<file path="src/rtl/traffic_request_latch.sv">
`default_nettype none
//==============================================================================
// Module   : traffic_request_latch
// Purpose  : Turns the four Nexys4DDR push buttons into clean, latched
//            vehicle-detector requests for the traffic-light controller.
//            Each button is synchronized (2 flops) and debounced by its own
//            state machine. L/R presses latch an east-west request and U/D
//            presses latch a north-south request. A request holds until the
//            traffic FSM pulses the matching clear. A per-road press counter
//            saturates at 15.
// Ports    : CLK100MHZ           - sole clock, rising edge
//            CPU_RESETN          - asynchronous active-low reset
//            BTNU/BTND/BTNL/BTNR - raw bouncing buttons, active high
//            clear_east_west     - 1-cycle pulse, east-west request served
//            clear_north_south   - 1-cycle pulse, north-south request served
//            request_east_west   - latched pending east-west request
//            request_north_south - latched pending north-south request
//            press_count_ew      - east-west presses since clear (sat. 15)
//            press_count_ns      - north-south presses since clear (sat. 15)
//            btn_level           - debounced levels {U,D,L,R}
// Revision : 1.0 - initial release
//==============================================================================
module traffic_request_latch #(
   parameter int DEBOUNCE_CYCLES = 1_000_000,
   parameter int CNT_W           = $clog2(DEBOUNCE_CYCLES + 1)
) (
   input  logic       CLK100MHZ,
   input  logic       CPU_RESETN,
   input  logic       BTNU,
   input  logic       BTND,
   input  logic       BTNL,
   input  logic       BTNR,
   input  logic       clear_east_west,
   input  logic       clear_north_south,
   output logic       request_east_west,
   output logic       request_north_south,
   output logic [3:0] press_count_ew,
   output logic [3:0] press_count_ns,
   output logic [3:0] btn_level
);

   typedef enum logic [1:0] {
      IDLE_LOW   = 2'd0,
      CHECK_HIGH = 2'd1,
      HELD_HIGH  = 2'd2,
      CHECK_LOW  = 2'd3
   } debounce_state_t;

   // The counter already holds 1 on entry to a CHECK state, so reaching
   // DEBOUNCE_CYCLES-1 while still stable means DEBOUNCE_CYCLES samples.
   localparam logic [CNT_W-1:0] c_cnt_one  = CNT_W'(1);
   localparam logic [CNT_W-1:0] c_cnt_last = CNT_W'(DEBOUNCE_CYCLES - 1);
   localparam logic [3:0]       c_cnt_max  = 4'd15;

   logic [3:0] w_btn_raw;
   logic [3:0] r_s1;
   logic [3:0] r_s2;
   logic [3:0] w_level;
   logic [3:0] w_press;
   logic       w_press_ew;
   logic       w_press_ns;

   logic       r_req_ew;
   logic       r_req_ns;
   logic [3:0] r_cnt_ew;
   logic [3:0] r_cnt_ns;

   // Bit order matches btn_level: {U,D,L,R}
   assign w_btn_raw = {BTNU, BTND, BTNL, BTNR};

   //---------------------------------------------------------------------------
   // Two-flop synchronizer for all four buttons
   //---------------------------------------------------------------------------
   always_ff @(posedge CLK100MHZ or negedge CPU_RESETN) begin
      if (!CPU_RESETN) begin
         r_s1 <= 4'b0000;
         r_s2 <= 4'b0000;
      end else begin
         r_s1 <= w_btn_raw;
         r_s2 <= r_s1;
      end
   end

   //---------------------------------------------------------------------------
   // Per-button debounce state machine
   //---------------------------------------------------------------------------
   for (genvar g = 0; g < 4; g++) begin : g_btn
      debounce_state_t  r_state;
      logic [CNT_W-1:0] r_cnt;
      logic             r_level;
      logic             r_press;
      logic             w_s2;

      assign w_s2 = r_s2[g];

      always_ff @(posedge CLK100MHZ or negedge CPU_RESETN) begin
         if (!CPU_RESETN) begin
            r_state <= IDLE_LOW;
            r_cnt   <= '0;
            r_level <= 1'b0;
            r_press <= 1'b0;
         end else begin
            // press is a single-cycle strobe unless re-asserted below
            r_press <= 1'b0;
            case (r_state)
               IDLE_LOW: begin
                  if (w_s2) begin
                     r_state <= CHECK_HIGH;
                     r_cnt   <= c_cnt_one;
                  end
               end
               CHECK_HIGH: begin
                  if (!w_s2) begin
                     r_state <= IDLE_LOW;
                     r_cnt   <= '0;
                  end else if (r_cnt == c_cnt_last) begin
                     r_state <= HELD_HIGH;
                     r_cnt   <= '0;
                     r_level <= 1'b1;
                     r_press <= 1'b1;
                  end else begin
                     r_cnt <= r_cnt + c_cnt_one;
                  end
               end
               HELD_HIGH: begin
                  if (!w_s2) begin
                     r_state <= CHECK_LOW;
                     r_cnt   <= c_cnt_one;
                  end
               end
               CHECK_LOW: begin
                  if (w_s2) begin
                     r_state <= HELD_HIGH;
                     r_cnt   <= '0;
                  end else if (r_cnt == c_cnt_last) begin
                     // release is silent: only rising edges count as presses
                     r_state <= IDLE_LOW;
                     r_cnt   <= '0;
                     r_level <= 1'b0;
                  end else begin
                     r_cnt <= r_cnt + c_cnt_one;
                  end
               end
               default: begin
                  r_state <= IDLE_LOW;
                  r_cnt   <= '0;
                  r_level <= 1'b0;
               end
            endcase
         end
      end

      assign w_level[g] = r_level;
      assign w_press[g] = r_press;
   end

   // Simultaneous presses on the same road merge into a single press
   assign w_press_ew = w_press[1] | w_press[0];
   assign w_press_ns = w_press[3] | w_press[2];

   //---------------------------------------------------------------------------
   // Request latches and saturating press counters. A press arriving in the
   // same cycle as a clear wins: the new press is the only one outstanding.
   //---------------------------------------------------------------------------
   always_ff @(posedge CLK100MHZ or negedge CPU_RESETN) begin
      if (!CPU_RESETN) begin
         r_req_ew <= 1'b0;
         r_cnt_ew <= 4'd0;
      end else if (w_press_ew) begin
         r_req_ew <= 1'b1;
         if (clear_east_west) begin
            r_cnt_ew <= 4'd1;
         end else if (r_cnt_ew != c_cnt_max) begin
            r_cnt_ew <= r_cnt_ew + 4'd1;
         end
      end else if (clear_east_west) begin
         r_req_ew <= 1'b0;
         r_cnt_ew <= 4'd0;
      end
   end

   always_ff @(posedge CLK100MHZ or negedge CPU_RESETN) begin
      if (!CPU_RESETN) begin
         r_req_ns <= 1'b0;
         r_cnt_ns <= 4'd0;
      end else if (w_press_ns) begin
         r_req_ns <= 1'b1;
         if (clear_north_south) begin
            r_cnt_ns <= 4'd1;
         end else if (r_cnt_ns != c_cnt_max) begin
            r_cnt_ns <= r_cnt_ns + 4'd1;
         end
      end else if (clear_north_south) begin
         r_req_ns <= 1'b0;
         r_cnt_ns <= 4'd0;
      end
   end

   assign request_east_west   = r_req_ew;
   assign request_north_south = r_req_ns;
   assign press_count_ew      = r_cnt_ew;
   assign press_count_ns      = r_cnt_ns;
   assign btn_level           = w_level;

endmodule
`default_nettype wire
</file>
<file path="config.mk">
export PLATFORM = sky130hd
export DESIGN_NAME = traffic_request_latch
export DESIGN_NICKNAME = d
export VERILOG_FILES = /design/src/rtl/traffic_request_latch.sv
export SDC_FILE = /design/constraint.sdc
export NUM_CORES = 1
export LEC_CHECK = 0
export CAP_MARGIN = 30
export CORE_MARGIN = 4
export CORE_UTILIZATION = 35
export DETAILED_ROUTE_END_ITERATION = 10
export PLACE_DENSITY_LB_ADDON = 0.08
export REMOVE_ABC_BUFFERS = 1
export SLEW_MARGIN = 20
export SYNTH_ARGS = -nofsm -noshare
export SYNTH_HDL_FRONTEND = slang
export SYNTH_SLANG_ARGS = --single-unit
</file>
<file path="constraint.sdc">
create_clock -name CLK100MHZ -period 2.3 [get_ports CLK100MHZ]
set_input_delay 0.46 -clock CLK100MHZ [delete_from_list [all_inputs] [get_ports CLK100MHZ]]
set_output_delay 0.46 -clock CLK100MHZ [all_outputs]
set_load 0.01 [all_outputs]
</file>
# == Word-level counts from Yosys, hierarchy flattened ==
# Index checks and enable logic that the tools add are counted.
# classes
n_addsub,6
mux,96
reduce_logical,26
eq_ne,50
bitwise_logic,2
# op_table
operator,count
$mux 20,20
$pmux 20 s4,4
$add 20x1->20 const B,4
$eq 20x20->1 const B,4
$mux 2,24
$ne 2x2->1 const B,24
$mux 1,32
$mux 4,8
$pmux 2 s4,4
$ne 3x3->1 const B,8
$reduce_and 5->1,4
$eq 2x2->1 const B,8
$reduce_and 4->1,4
$reduce_bool 2->1,8
$reduce_and 2->1,6
$add 4x1->4 const B,2
$eq 2x1->1 const B,4
$logic_not 2->1,4
$ne 4x4->1 const B,2
$pmux 1 s2,4
$or 1x1->1,2
# totals
wordCells,202
in_bits,8
ff_bits,114

# == Logic depth before layout (Yosys ltp) ==
# Gate-level depths: netlist of run 1.
# depth
ltp_word,4
mapped_depth,8
ltp_nobuf,6

# == Worst setup path after synthesis of run 1 ==
# OpenSTA, ideal clock, no wires.
# synth_timing
kind,register -> register
start,register g_btn[1].r_cnt[0]
end,register g_btn[1].r_cnt[7]
path_stages_with_launch,8
required_time_ps,2179
path_buffers,1
t_arrival_ps,1712
setup_slack_ps,467
cell_sequence,dfrtp_1 > ha_1 > nand3_1 > nor4_4 > a21oi_1 > buf_2 > a21o_1 > a22o_1
# synth_via
elab_chain_len,4
word_cells_on_any_way,6
# synth_rtl
item,line_no,text
"start, declared",89,logic [CNT_W-1:0] r_cnt;
"start signal, assigned",109,r_cnt <= c_cnt_one;
"start signal, assigned",122,r_cnt <= r_cnt + c_cnt_one;
"start signal, assigned",128,r_cnt <= c_cnt_one;
$add 20x1->20 / $eq 20x20->1 (equally long branches),n/a,
$mux 20 (*),"116, 135",
$mux 20 (on tied branches),"132, 113",
$pmux 20 s4 (*),105,case (r_state)
# Every way passes the cells marked *; elsewhere a longest branch is shown, timed or not.
# A chain may end at the register's enable or synchronous reset.

# == Worst setup path in the final report of run 1 ==
# layout_timing
start,register g_btn[3].r_cnt[0]
end,register g_btn[3].r_cnt[9]
# layout_via
elab_chain_len,4
word_cells_on_any_way,6
# layout_rtl
item,line_no
"start, declared",89
"start signal, assigned",109
"start signal, assigned",122
"start signal, assigned",128
$add 20x1->20 / $eq 20x20->1 (equally long branches),n/a
$mux 20 (*),"116, 135"
$mux 20 (on tied branches),"132, 113"
$pmux 20 s4 (*),105
# Marked as above.

==> flow_summary.ini, run 1 <==
[timing]
fin_setup_tns_ps = 0
rsz0062_at_grt = no
final.min_clock_period_ps = 2110
setup-violations-final = 0
fin_skew_ps = 8.09
finalHoldViolations = 0
finalCritPeriodShare = 0.916
drv_slew = 0
tightest_slew_ps = 738
slew_headroom = 0.506
max_freq_mhz = 475

[synth]
ys_seq_area_frac = 0.490
synth_cell_type_count = 61
yosysWarnings = 0
syn_area_sq_mm = 0.00582
yosysTopAreaCellShare = 0.490
synth_top_flop_cell = dfrtp_1
synth_edf_count = 0
netlist_instances = 592
ys_ff_latch = 114
ys_async_sr_fraction = 1.00
synthTopCellsByArea = dfrtp_1, nor2_1, xor2_1
synth.avg_cell_area_sq_um = 9.83
synth_top_cell_by_area = dfrtp_1

[clocking]
hold_buffers = 0
cts_buffer_depth = 2
cts_resized = 0
h-tree-depth = 4
path_clk_slew_ps = 60
cts_post_setup_buffers_inserted = 0
cts_tree = built
clk_latency_ps = 410
cts-root-buf = clkbuf_16
cts.sinks = 114
cts_buffers = 17

[critical_path]
arrival_ps = 2400
startpoint_type = flop
path_buf_inv = 1
path_cells = ha_1 -> nand3_4 -> nor4_4 -> a21oi_2 -> buf_4 -> a21o_1 -> a22o_1
cp-end-kind = flop
path_max_fanout = 16
cpMaxStageDelayCell = dfrtp_1
crit_required_ps = 2600
critical_path.max_stage_delay_ps = 410
worstSetupPathType = reg2reg
cpLargestDelayFamily = compound AO/OA/AOI/OAI gates

[die]
start_util = 0.362
rows = 46
die_width_um = 137
die-area_sq_mm = 0.0187
chipHeight_um = 137
core_area_sq_mm = 0.0161
ios = 22

[grt]
grt_pass1_wl_mm = 22.3
grt_pass1_vias = 4491
grt_max_degree = 39
grtUsageTotal = 0.150
antenna_found_initial = 0
grt_overflow = 0

[finish]
drive_above_1_share = 0.117
antennaDiodeCount = 0
syn_to_final_growth_pct = 20.2
nets = 650
utilization = 0.436
finalInstanceArea_sq_mm = 0.00699

[detailed_routing]
ant_nets = 0
drt_wl_total_mm = 12.6
wl_per_cell_um = 14.6
vias = 4491
drt_drc_violations_left = 0
drt-pass1-iter-count = 6
drtIter0Drc = 294
viasPerCell = 5.19

[placement]
dp_hpwl_mm = 8.59
portBuffers = 21
place_area_sq_mm = 0.00635
gp_congestion = 0.775

[power_and_ir_drop]
p_switching_mw = 1.63
power.share.clock = 0.474
power.internal_mw = 4.30
power_density_mw_per_mm2 = 849
switching_share = 0.275
vdd_ir_drop_max_v = 0.000620
p_comb_frac = 0.146
p_leak_nw = 3.00
finalPower_mw = 5.94
power.share.sequential = 0.380

[run_status]
status = finished, final reports clean

[min_path]
hold_path_class = in2async

[job]
maxCapViolCount = 0
-- power by group through the flow --
| stage | Sequential [mW] | Combinational [mW] | Clock [mW] |
|---|---|---|---|
| floorplan | 2.26 | 0.579 | 0 |
| global placement | 2.28 | 0.855 | 0 |
| detailed placement | 2.29 | 0.868 | 0 |
| CTS | 2.25 | 0.870 | 2.88 |
| global route | 2.27 | 0.990 | 2.99 |
| finish | 2.25 | 0.867 | 2.81 |
-- routing by layer --
layer	track usage	vias up	wire length, um
li1	-	2243	-
met1	0.203	2156	6080
met2	0.229	77	5870
met3	0.0493	15	505
met4	0.0455	0	180
met5	0	-	0
-- sequential cells by signal, indices dropped and copies added, names as in the netlist, 4 cells and up, named ones only --
name	count
r_s1	4
r_s2	4
g_btn.r_state	4
g_btn.r_level	4
g_btn.r_press	4
press_count_ew	4
g_btn.r_cnt	80
press_count_ns	4
-- layout by cell type, fill, tap and decap left out, types with 17 or more instances in the layout --
| master | instances |
|---|---|
| xnor2_1 | 17 |
| o21ai_0 | 26 |
| clkdlybuf4s50_1 | 20 |
| dfrtp_1 | 114 |
| buf_4 | 22 |
| nor2_1 | 73 |
| nand4_1 | 18 |
| xor2_1 | 25 |
| a21oi_1 | 26 |
| nand3_1 | 36 |
| a31oi_1 | 21 |
| clkbuf_16 | 17 |
| nand2_1 | 47 |
| nor3_1 | 18 |
-- synthesized netlist by cell type (all sizes together), types with 5 or more instances --
library cell	number
a21o	8
a21oi	28
a22o	10
a31oi	21
and2	10
and3	11
and4	6
buf	13
clkbuf	5
dfrtp	114
ha	6
inv	13
nand2	47
nand2b	13
nand3	38
nand3b	6
nand4	18
nor2	77
nor3	18
nor4	11
o21ai	26
xnor2	17
xor2	26
-- layout make-up --
| cell class | count | area (sq um) |
|---|---|---|
| clock buffer | 23 | 478 |
| clock inverter | 9 | 153 |
| fill | 1536 | 9060 |
| inverter | 13 | 48.8 |
| multi-input combinational | 447 | 2810 |
| sequential | 114 | 2850 |
| tap | 216 | 270 |
| timing repair buffer | 43 | 385 |
-- worst paths after layout --
check | startpoint | to | slack [ps] | depth (start not counted)
worst min register to register | r_s1[0] | r_s2[0] | 350 | 0
worst max register to register | g_btn[3].r_cnt[0] | g_btn[3].r_cnt[9] | 190 | 7
worst max-delay path | g_btn[3].r_cnt[0] | g_btn[3].r_cnt[9] | 190 | 7
worst min-delay path | CPU_RESETN | g_btn[2].r_level | 30 | 1
max in group asynchronous | CPU_RESETN | g_btn[0].r_cnt[3] | 1650 | 2
min in group CLK100MHZ | r_s1[0] | r_s2[0] | 350 | 0
-- per-stage QoR --
| step | setup slack [ps] | hold WS [ps] | cells |
|---|---|---|---|
| 2_1_floorplan | 219 | 164 | 574 |
| 3_3_place_gp | 138 | 334 | 832 |
| 3_5_place_dp | 122 | 335 | 832 |
| 4_1_cts | 127 | 39.7 | 864 |
| 5_1_grt | 82.3 | 60.5 | 865 |
| 6_report | 193 | 33.5 | 865 |
-- cells by family after synthesis --
| family | count (synthesis) | synth area share |
|---|---|---|
| AOI/OAI and AO/OA | 122 | 0.139 |
| xor gates and xnor gates | 43 | 0.0660 |
| adders and majority gates | 6 | 0.0129 |
| buffers and inverters | 31 | 0.0275 |
| DFF | 114 | 0.490 |
| muxes | 4 | 0.00710 |
| and+or+nand+nor | 272 | 0.257 |
Note: power is estimated with default switching activity, not from simulation.
==> inputs of run 2 (changes only) <==
Settings changed: PLACE_DENSITY_LB_ADDON 0.08 to 0.05.
==> flow_summary.ini, run 2 (synthesis gave the netlist of run 1 again) <==
[power_and_ir_drop]
power_density_mw_per_mm2 = 846
p_leak_nw = 2.99
vdd_ir_drop_max_v = 0.000572

[die]
rows = 46
die-area_sq_mm = 0.0187
die_width_um = 137
chipHeight_um = 137
start_util = 0.362
ios = 22
core_area_sq_mm = 0.0161

[timing]
fin_skew_ps = 7.79
max_freq_mhz = 498
tightest_slew_ps = 688
drv_slew = 0
slew_headroom = 0.539
final.min_clock_period_ps = 2010
fin_setup_tns_ps = 0
rsz0062_at_grt = no
finalHoldViolations = 0
setup-violations-final = 0
finalCritPeriodShare = 0.873

[critical_path]
path_max_fanout = 9
cp-end-kind = flop
path_buf_inv = 1
critical_path.max_stage_delay_ps = 390
crit_required_ps = 2590
arrival_ps = 2300
cpMaxStageDelayCell = dfrtp_1
cpLargestDelayFamily = compound AO/OA/AOI/OAI gates
startpoint_type = flop
worstSetupPathType = reg2reg
path_cells = ha_1 -> nand3_4 -> nor4_4 -> a21oi_2 -> buf_4 -> o211a_1 -> a221o_1

[detailed_routing]
drt_wl_total_mm = 12.4
wl_per_cell_um = 14.4
drt_drc_violations_left = 0
drt-pass1-iter-count = 4
viasPerCell = 5.15
drtIter0Drc = 239
ant_nets = 0
vias = 4442

[placement]
dp_hpwl_mm = 8.70
portBuffers = 21
gp_congestion = 0.804
dp.cells = 830

[grt]
grt_overflow = 0
grt_max_degree = 37
grt_pass1_wl_mm = 21.6
antenna_found_initial = 0
grtUsageTotal = 0.144
grt_pass1_vias = 4331

[finish]
final_cell_mix = dfrtp_1, nor2_1, nand2_1
top_register = g_btn.r_cnt
syn_to_final_growth_pct = 20.0
largest_register_ffs = 80
final_common_cell = dfrtp_1
nets = 649
final_cells = 863
drive_above_1_share = 0.116
antennaDiodeCount = 0

[min_path]
hold_path_class = reg2reg

[clocking]
cts_buffers = 17
cts_tree = built
clk_latency_ps = 410
h-tree-depth = 4
cts.sinks = 114
path_clk_slew_ps = 50
cts_buffer_depth = 2
cts-root-buf = clkbuf_16

[run_status]
status = finished, final reports clean

[job]
maxCapViolCount = 0
[run 2: path summary, 6_finish.rpt]
check	startpoint	to	slack (ps)	cells past startpoint
max	g_btn[3].r_cnt[0]	g_btn[3].r_cnt[17]	290	7
max in group asynchronous	CPU_RESETN	r_s1[1]	1150	3
min reg2reg	r_s1[1]	r_s2[1]	340	0
max reg2reg	g_btn[3].r_cnt[0]	g_btn[3].r_cnt[17]	290	7
min	r_s1[1]	r_s2[1]	340	0
min in group asynchronous	CPU_RESETN	g_btn[2].r_cnt[19]	530	2
[run 2: report_power, final]
part           switching (mW)  leakage [nW]  internal [mW]  total [mW]
clock network           0.915         0.300           1.83        2.75
logic                   0.572          1.14          0.324       0.896
registers               0.139          1.55           2.12        2.26
[run 2: repair_timing]
action,in CTS,in global routing
gates resized for setup,0,0
hold endpoints to repair,4,0
hold buffers,1,0
buffers inserted,0,0
setup endpoints to repair,0,0
[run 2: cell type report]
| type | instances | area (sq um) |
|---|---|---|
| repair buffers | 42 | 380 |
| inverters | 13 | 48.8 |
| multi-input cells | 447 | 2800 |
| well taps | 216 | 270 |
| fillers | 1567 | 9080 |
| clock inverters | 9 | 128 |
| flip-flops and latches | 114 | 2850 |
| clock buffers | 22 | 494 |
[run 2: layer usage]
metal | vias up | GRT usage | part of all wire
met5 | - | 0 | 0
met4 | 0 | 0.0477 | 0.012
met3 | 15 | 0.0386 | 0.032
met2 | 59 | 0.223 | 0.46
met1 | 2127 | 0.197 | 0.49
li1 | 2241 | - | -
[run 2: stage by stage]
step | power, mW | worst slack (ps) | area [sq um] | util | hold slack (ps)
finish | 5.90 | 292 | 6980 | 0.435 | 344
CTS | 5.99 | 249 | 6970 | 0.434 | 347
global placement | 3.20 | 314 | 6340 | 0.395 | 332
detailed placement | 3.19 | 262 | 6340 | 0.395 | 336
global route | 6.22 | 98.0 | 6980 | 0.435 | 352
floorplan | 2.84 | 219 | 5710 | - | 164
==> inputs of run 3 (changes only) <==
Settings changed: SETUP_SLACK_MARGIN from default to 0.4.
==> flow_summary.ini, run 3 (synthesis gave the netlist of run 1 again) <==
[critical_path]
cpLargestDelayFamily = simple AND/OR/NAND/NOR gates
cp.depth = 5
critical_path.max_stage_delay_ps = 550
crit_required_ps = 2600
cp-end-kind = flop
path_max_fanout = 7
path_cells = or4b_4 -> nor4_4 -> a211oi_4 -> buf_6 -> a221o_1
timing.rr.start = g_btn[0].r_cnt[8]
r2r-end = g_btn[0].r_cnt[15]
startpoint_type = flop
cpMaxStageDelayCell = or4b_4
path_buf_inv = 1
rrSetupSlack_ps = 320
critPathLaunch = g_btn[0].r_cnt[8]
reg2reg_depth = 5
worstSetupPathType = reg2reg
crit_end = g_btn[0].r_cnt[15]
arrival_ps = 2280

[timing]
fin_skew_ps = 9.12
slew_headroom = 0.540
max_freq_mhz = 505
tightest_slew_ps = 687
finalHoldViolations = 0
finalCritPeriodShare = 0.861
drv_slew = 0
final.min_clock_period_ps = 1980
fin_setup_tns_ps = 0
setup-violations-final = 0
hold_slack_ps = 344
rsz0062_at_grt = yes

[grt]
grt_pass1_vias = 4356
grt_overflow = 0
antenna_found_initial = 0
grt_pass1_wl_mm = 21.7
grtUsageTotal = 0.145
grt_max_degree = 37

[clocking]
cts_tree = built
cts.sinks = 114
clk_latency_ps = 410
cts-root-buf = clkbuf_16
cts_buffer_depth = 2
path_clk_slew_ps = 50
h-tree-depth = 4
cts_buffers = 17

[job]
maxCapViolCount = 0

[finish]
final_common_cell = dfrtp_1
drive_above_1_share = 0.176
antennaDiodeCount = 0
top_register = g_btn.r_cnt
multiInputGateArea_sq_mm = 0.00292
syn_to_final_growth_pct = 25.5
largest_register_ffs = 80
register_area_sq_mm = 0.00286
fillers = 1548
nets = 671
finalInstanceArea_sq_mm = 0.00730
final_cell_mix = dfrtp_1, nor2_1, nand2_1

[detailed_routing]
drt_drc_violations_left = 0
ant_nets = 0
vias = 4595
drtIter0Drc = 241
drt_wl_total_mm = 12.8
viasPerCell = 5.19
wl_per_cell_um = 14.5
drt-pass1-iter-count = 4

[power_and_ir_drop]
p_leak_nw = 3.18
vdd_ir_drop_max_v = 0.000570
power_density_mw_per_mm2 = 838

[placement]
portBuffers = 21
place_area_sq_mm = 0.00634
gp_congestion = 0.804
dp_hpwl_mm = 8.70

[die]
die-area_sq_mm = 0.0187
core_area_sq_mm = 0.0161
start_util = 0.362
chipHeight_um = 137
die_width_um = 137
rows = 46
ios = 22

[min_path]
hold_depth = 0
hold_path_class = reg2reg

[run_status]
status = finished, final reports clean
## run 3: power breakdown
group          total [mW]  internal (mW)  leakage (nW)  switching (mW)
combinational        1.08          0.449          1.34           0.633
clock                2.76           1.83         0.300           0.922
sequential           2.28           2.12          1.54           0.155
total                6.11           4.40          3.18            1.71
## run 3: per-stage QoR
| step | setup WS, ps | power, mW | util | instances |
|---|---|---|---|---|
| detailed placement | 262 | 3.19 | 0.395 | 830 |
| CTS | 313 | 6.04 | 0.440 | 869 |
| global route | 270 | 6.42 | 0.454 | 885 |
| global placement | 314 | 3.20 | 0.395 | 830 |
| floorplan | 219 | 2.84 | - | 574 |
| finish | 319 | 6.11 | 0.454 | 885 |
## run 3: what timing repair did
action / in CTS / in global routing
gates resized for setup: 8 / 29
setup buffers: 7 / 16
setup endpoints to repair: 58 / 68
cloned: 0 / 0
hold endpoints to repair: 4 / 0
hold buffers: 1 / 0
pin swaps: 4 / 10
## run 3: worst min path at each step
stage | endpoint | startpoint | slack, ps
2_1_floorplan | asynchronous set/reset pin | CPU_RESETN | 160
3_3_place_gp | r_s2[2] | r_s1[2] | 330
3_5_place_dp | r_s2[1] | r_s1[1] | 340
4_1_cts | r_s2[1] | r_s1[1] | 350
5_1_grt | r_s2[1] | r_s1[1] | 350
6_report | r_s2[1] | r_s1[1] | 340
## run 3: routing by layer
metal / GRT usage / vias up / wire length [um]
met5: 0 / - / 0
met4: 0.0516 / 0 / 197
met3: 0.0393 / 15 / 384
met2: 0.224 / 62 / 6000
met1: 0.197 / 2243 / 6230
li1: - / 2275 / -
## run 3: area by class of cell
cell class	count	area share
inverters	13	0.00669
clock inverters	9	0.0175
multi-input cells	447	0.400
repair buffers	64	0.0792
clock buffers	22	0.0677
well taps	216	0.0370
flip-flops and latches	114	0.392
